**config.mk**
```make
export PLATFORM = sky130hd
export DESIGN_NAME = approx_mult_controller
export DESIGN_NICKNAME = d
export VERILOG_FILES = /design/src/rtl/approx_mult_controller.sv
export SDC_FILE = /design/constraint.sdc
export NUM_CORES = 1
export LEC_CHECK = 0
export ABC_AREA = 1
export CORE_UTILIZATION = 43
export DETAILED_ROUTE_END_ITERATION = 10
export PLACE_DENSITY = 0.78
export SETUP_SLACK_MARGIN = 0.5
export SLEW_MARGIN = 20
export SYNTH_ARGS = -nofsm -noshare
export SYNTH_HDL_FRONTEND = slang
export SYNTH_SLANG_ARGS = --single-unit
```
**constraint.sdc**
```tcl
create_clock -name clk -period 1.65 [get_ports clk]
set_clock_uncertainty 0.1 [all_clocks]
set_input_delay 0.33 -clock clk [delete_from_list [all_inputs] [get_ports clk]]
set_output_delay 0.33 -clock clk [all_outputs]
set_load 0.05 [all_outputs]
```
**src/rtl/approx_mult_controller.sv**
```systemverilog
// approx_mult_controller
//   FSM sequencer for the approximate-multiplier datapath. For each operand
//   pair in a block it loads both operands and normalises them by their
//   leading one. It then multiplies, de-normalises the product and writes
//   it back. The block ends when the datapath reports the last pair.
//
// Ports
//   clk, rst              clock (rising edge), async active-high reset
//   start                 begin a block (accepted in IDLE only)
//   countdone1/2          operand A/B normalised
//   carry2                reserved, ignored
//   carry3                result shift counter terminal
//   carry4                pair counter at last pair
//   ld1..ld5              datapath load strobes
//   Inc1..Inc4            counter increments
//   Countrst1..Countrst4  synchronous counter clears
//   Shle1, Shle2, Shre    operand / result shift enables
//   We                    output memory write enable
//   busy, done, err       status: active, completion pulse, sticky watchdog abort
module approx_mult_controller #(
  parameter int unsigned WATCHDOG = 20
) (
  input  logic clk,
  input  logic rst,
  input  logic start,
  input  logic countdone1,
  input  logic countdone2,
  input  logic carry2,
  input  logic carry3,
  input  logic carry4,
  output logic ld1,
  output logic ld2,
  output logic ld3,
  output logic ld4,
  output logic ld5,
  output logic Inc1,
  output logic Inc2,
  output logic Inc3,
  output logic Inc4,
  output logic Countrst1,
  output logic Countrst2,
  output logic Countrst3,
  output logic Countrst4,
  output logic Shle1,
  output logic Shle2,
  output logic Shre,
  output logic We,
  output logic busy,
  output logic done,
  output logic err
);

  localparam int unsigned WD_W = $clog2(WATCHDOG + 1);
  // Abort on the WATCHDOG-th cycle spent waiting, counting from zero.
  localparam logic [WD_W-1:0] WD_LAST = WD_W'(WATCHDOG - 1);

  typedef enum logic [2:0] {
    S_IDLE,
    S_INIT,
    S_LOAD,
    S_NORM,
    S_MULT,
    S_DENORM,
    S_WRITE,
    S_DONE
  } state_t;

  state_t          state_q, state_d;
  logic [WD_W-1:0] wd_q, wd_d;
  logic            err_q, err_d;

  logic unused_carry2;
  assign unused_carry2 = carry2;

  always_ff @(posedge clk or posedge rst) begin
    if (rst) begin
      state_q <= S_IDLE;
      wd_q    <= '0;
      err_q   <= 1'b0;
    end else begin
      state_q <= state_d;
      wd_q    <= wd_d;
      err_q   <= err_d;
    end
  end

  always_comb begin
    state_d   = state_q;
    wd_d      = wd_q;
    err_d     = err_q;
    ld1       = 1'b0;
    ld2       = 1'b0;
    ld3       = 1'b0;
    ld4       = 1'b0;
    ld5       = 1'b0;
    Inc1      = 1'b0;
    Inc2      = 1'b0;
    Inc3      = 1'b0;
    Inc4      = 1'b0;
    Countrst1 = 1'b0;
    Countrst2 = 1'b0;
    Countrst3 = 1'b0;
    Countrst4 = 1'b0;
    Shle1     = 1'b0;
    Shle2     = 1'b0;
    Shre      = 1'b0;
    We        = 1'b0;
    done      = 1'b0;
    busy      = (state_q != S_IDLE);

    case (state_q)
      S_IDLE: begin
        if (start) begin
          state_d = S_INIT;
          err_d   = 1'b0;
        end
      end
      S_INIT: begin
        Countrst4 = 1'b1;
        state_d   = S_LOAD;
      end
      S_LOAD: begin
        ld1       = 1'b1;
        ld2       = 1'b1;
        Countrst1 = 1'b1;
        Countrst2 = 1'b1;
        Countrst3 = 1'b1;
        wd_d      = '0;
        state_d   = S_NORM;
      end
      S_NORM: begin
        Shle1 = !countdone1;
        Inc1  = !countdone1;
        Shle2 = !countdone2;
        Inc2  = !countdone2;
        if (countdone1 && countdone2) begin
          state_d = S_MULT;
        end else if (wd_q == WD_LAST) begin
          state_d = S_IDLE;
          err_d   = 1'b1;
        end else begin
          wd_d = wd_q + 1'b1;
        end
      end
      S_MULT: begin
        ld3     = 1'b1;
        ld4     = 1'b1;
        wd_d    = '0;
        state_d = S_DENORM;
      end
      S_DENORM: begin
        Shre = !carry3;
        Inc3 = !carry3;
        if (carry3) begin
          state_d = S_WRITE;
        end else if (wd_q == WD_LAST) begin
          state_d = S_IDLE;
          err_d   = 1'b1;
        end else begin
          wd_d = wd_q + 1'b1;
        end
      end
      S_WRITE: begin
        ld5     = 1'b1;
        We      = 1'b1;
        Inc4    = 1'b1;
        state_d = carry4 ? S_DONE : S_LOAD;
      end
      S_DONE: begin
        done    = 1'b1;
        state_d = S_IDLE;
      end
      default: state_d = S_IDLE;
    endcase
  end

  assign err = err_q;

endmodule
```
==> impl_metrics.py <==
metrics = {
    "final_layout": {
        "insertedDiodeCount": 0,
        "final_cells": 179,
        "areaGrowthSynthToFinish_pct": 94.79,
        "layout_commonest_cell": "nand2_1",
        "fin_area_mm2": 0.001496,
        "nNetsFinal": 165,
        "layout_common_cells": "nand2_1, buf_12, buf_4",
        "fill_cells": 47,
        "drive_above_1_share": 0.5290,
    },
    "critical_path": {
        "worstPathArrival_ns": 1.43,
        "cp.depth": 3,
        "crit_type": "register to output pin",
        "critPathSlowestCell": "dfrtp_2",
        "worst_setup_path_start_kind": "register",
        "cp_cell_sequence": "nor2_2 > nand2_1 > buf_12",
        "cp_max_fo": 5,
        "cp_slowest_stage_delay_ns": 0.47,
        "critical_path.endpoint_type": "output pin",
        "required_ns": 1.22,
        "path_delay_family": "flip-flops",
        "path_buf_inv": 1,
        "rr_worst_depth": 8,
    },
    "place": {
        "place_inst": 157,
        "place_congestion": 0.9602,
        "dp_slack_ns": -0.03354,
        "dp_hpwl_mm": 1.549,
        "numPortBuffers": 26,
        "placed_area_mm2": 0.001250,
    },
    "synthesis": {
        "yosys.area.top_type": "dfrtp_1",
        "synth_area_per_cell_um2": 6.566,
        "syn-num-nets": 126,
        "yosys-top-cells-area": "dfrtp_1, nand2_1, buf_4, nand3_1, inv_1",
        "ys_seq_elements": 9,
        "syn_area_um2": 768.2,
        "synthDominantCellAreaShare": 0.2932,
        "ys_warn_count": 0,
        "synthCells": 117,
        "yosysSeqAreaShare": 0.2932,
        "yosysUniqueCellTypes": 21,
    },
    "drt": {
        "wire_per_inst_um": 21.11,
        "routed_wl_mm": 3.779,
        "vias_per_cell": 6.112,
        "first_pass_iters": 8,
        "num_vias": 1094,
        "final_antenna_net_count": 0,
        "initialDrtViolationCount": 102,
        "drc": 2,
    },
    "clocking": {
        "holdBufCountCts": 0,
        "path_clk_slew_ns": 0.08,
        "cts_tree": "done",
        "htreeDepth": 1,
        "ctsRootBufferMaster": "clkbuf_4",
        "numCtsBuffers": 3,
        "clock_sinks": 9,
        "clock_latency_ns": 0.29,
        "clockBufferDepth": 2,
    },
    "pwr": {
        "p_int_mw": 1.465,
        "p_sw_mw": 1.825,
        "p_comb_frac": 0.815,
        "leakage_nw": 0.7108,
        "switching_share": 0.5547,
        "power.density_mw_per_mm2": 2199,
        "pwr-share-clk": 0.058,
        "ir_drop_mv": 1.738,
        "seqPwrFrac": 0.126,
    },
    "grt": {
        "track_usage": 0.3732,
        "top_usage_layer": "met2",
        "overflow": 0,
        "met3_usage": 0.1102,
        "grt_max_degree": 10,
        "grt_pass1_wl_mm": 5.016,
        "grt_antenna_before_repair": 0,
        "grt_use_met2": 0.6206,
        "grtUsageMet1": 0.4352,
        "grt_pass1_vias": 987,
    },
    "timing": {
        "rsz0062_at_grt": "true",
        "timing.final.crit_share": 1.125,
        "clock.fmax_mhz": 538.9,
        "relSlewSlack": 0.7545,
        "hold_viol_final": 0,
        "fin_crit_ns": 1.856,
        "setup_viol": 23,
        "fin_ws_ns": -0.2056,
        "worst_pin_slew_ns": 0.3679,
        "setup_tns_ns": -3.633,
        "slew_viol_final": 0,
    },
    "min_path": {
        "hold_path_class": "primary input to asynchronous set/reset pin",
    },
    "status": {
        "status": "complete, but fails checks",
        "failed_checks": "design-rule violations, negative setup slack",
    },
    "floorplanning": {
        "fp-row-count": 14,
        "die_w_um": 44.27,
        "top_level_ports": 28,
        "die_area_mm2": 0.001960,
        "core_area_mm2": 0.001594,
        "start_util": 0.4819,
        "die_h_um": 44.27,
    },
    "job": {
        "drv_cap": 0,
    },
}
==> worst register-to-register path, stage by stage (launching register included) <==
cell	delay [ns]
dfrtp_2	0.47
nor2_2	0.27
nand2_4	0.11
nand2_2	0.18
inv_2	0.07
nand2_4	0.11
nand2_4	0.09
nand2_1	0.11
nand2_1	0.08
==> timing repair <==
item / 4_1_cts / 5_1_grt
pin swaps: 7 / 6
buffers inserted: 14 / 4
gates resized for setup: 15 / 9
setup endpoints to repair: 29 / 29
==> synth_stat cells, drive strengths merged <==
master   n
nand4    6
o21bai   1
a21boi   1
inv     20
nand3   14
nand3b   1
nor2    12
o31ai    1
a21oi    2
buf     12
xnor2    1
dfrtp    9
nand2   36
ha       1
==> sequential cells by signal, indices dropped and copies added, names as in the netlist <==
signal,flops
wd_q,5
state_q,3
err,1
==> logic make-up after synthesis <==
family | synth area share
and+or+nand+nor | 0.4202
buffers and inverters | 0.2166
DFF | 0.2932
AOI/OAI and AO/OA | 0.04236
xor gates and xnor gates | 0.01140
adders and majority gates | 0.01628
==> metal layers <==
| layer | vias to the layer above | part of all wire |
|---|---|---|
| met4 | 0 | 0.077 |
| met1 | 505 | 0.33 |
| met5 | - | 0 |
| met2 | 111 | 0.48 |
| li1 | 434 | - |
| met3 | 44 | 0.11 |
==> final cells by class <==
| type | count | area [um2] | share of cell area |
|---|---|---|---|
| Inverter | 20 | 93.84 | 0.06271 |
| Sequential cell | 9 | 229.0 | 0.1530 |
| Tap cell | 24 | 30.03 | 0.02007 |
| Multi-Input combinational cell | 76 | 500.5 | 0.3344 |
| Timing Repair Buffer | 46 | 616.8 | 0.4122 |
| Clock buffer | 4 | 26.28 | 0.01756 |
==> power groups by stage <==
stage	registers, mW	logic, mW	clock network [mW]
after floorplan	0.356	1.50	0
after global placement	0.397	2.01	0
after detailed placement	0.408	2.05	0
after CTS	0.388	2.35	0.175
after global routing	0.412	2.76	0.193
final	0.415	2.68	0.192
==> through the flow <==
stage | hold slack, ns | util | power, mW
5_1_grt | 0.2595 | 0.9388 | 3.366
4_1_cts | 0.2308 | 0.8995 | 2.910
3_5_place_dp | 0.4161 | 0.7841 | 2.458
2_1_floorplan | 0.05778 | - | 1.857
3_3_place_gp | 0.4053 | 0.7841 | 2.411
6_report | 0.2089 | 0.9388 | 3.291
==> worst paths after layout <==
check / startpoint / end / slack [ns]
setup / recovery: state_q[0]$_DFFE_PP0N_ / busy / -0.21
hold / removal: rst / wd_q[2]$_DFFE_PP0P_ / 0.21
setup reg to reg: state_q[0]$_DFFE_PP0N_ / wd_q[2]$_DFFE_PP0P_ / -0.06
hold reg to reg: wd_q[4]$_DFFE_PP0P_ / wd_q[4]$_DFFE_PP0P_ / 0.50
max in group asynchronous: rst / state_q[2]$_DFFE_PP0N_ / 0.94
min in group clk: wd_q[4]$_DFFE_PP0P_ / wd_q[4]$_DFFE_PP0P_ / 0.50
No activity file was read; power rests on OpenSTA's default activity.
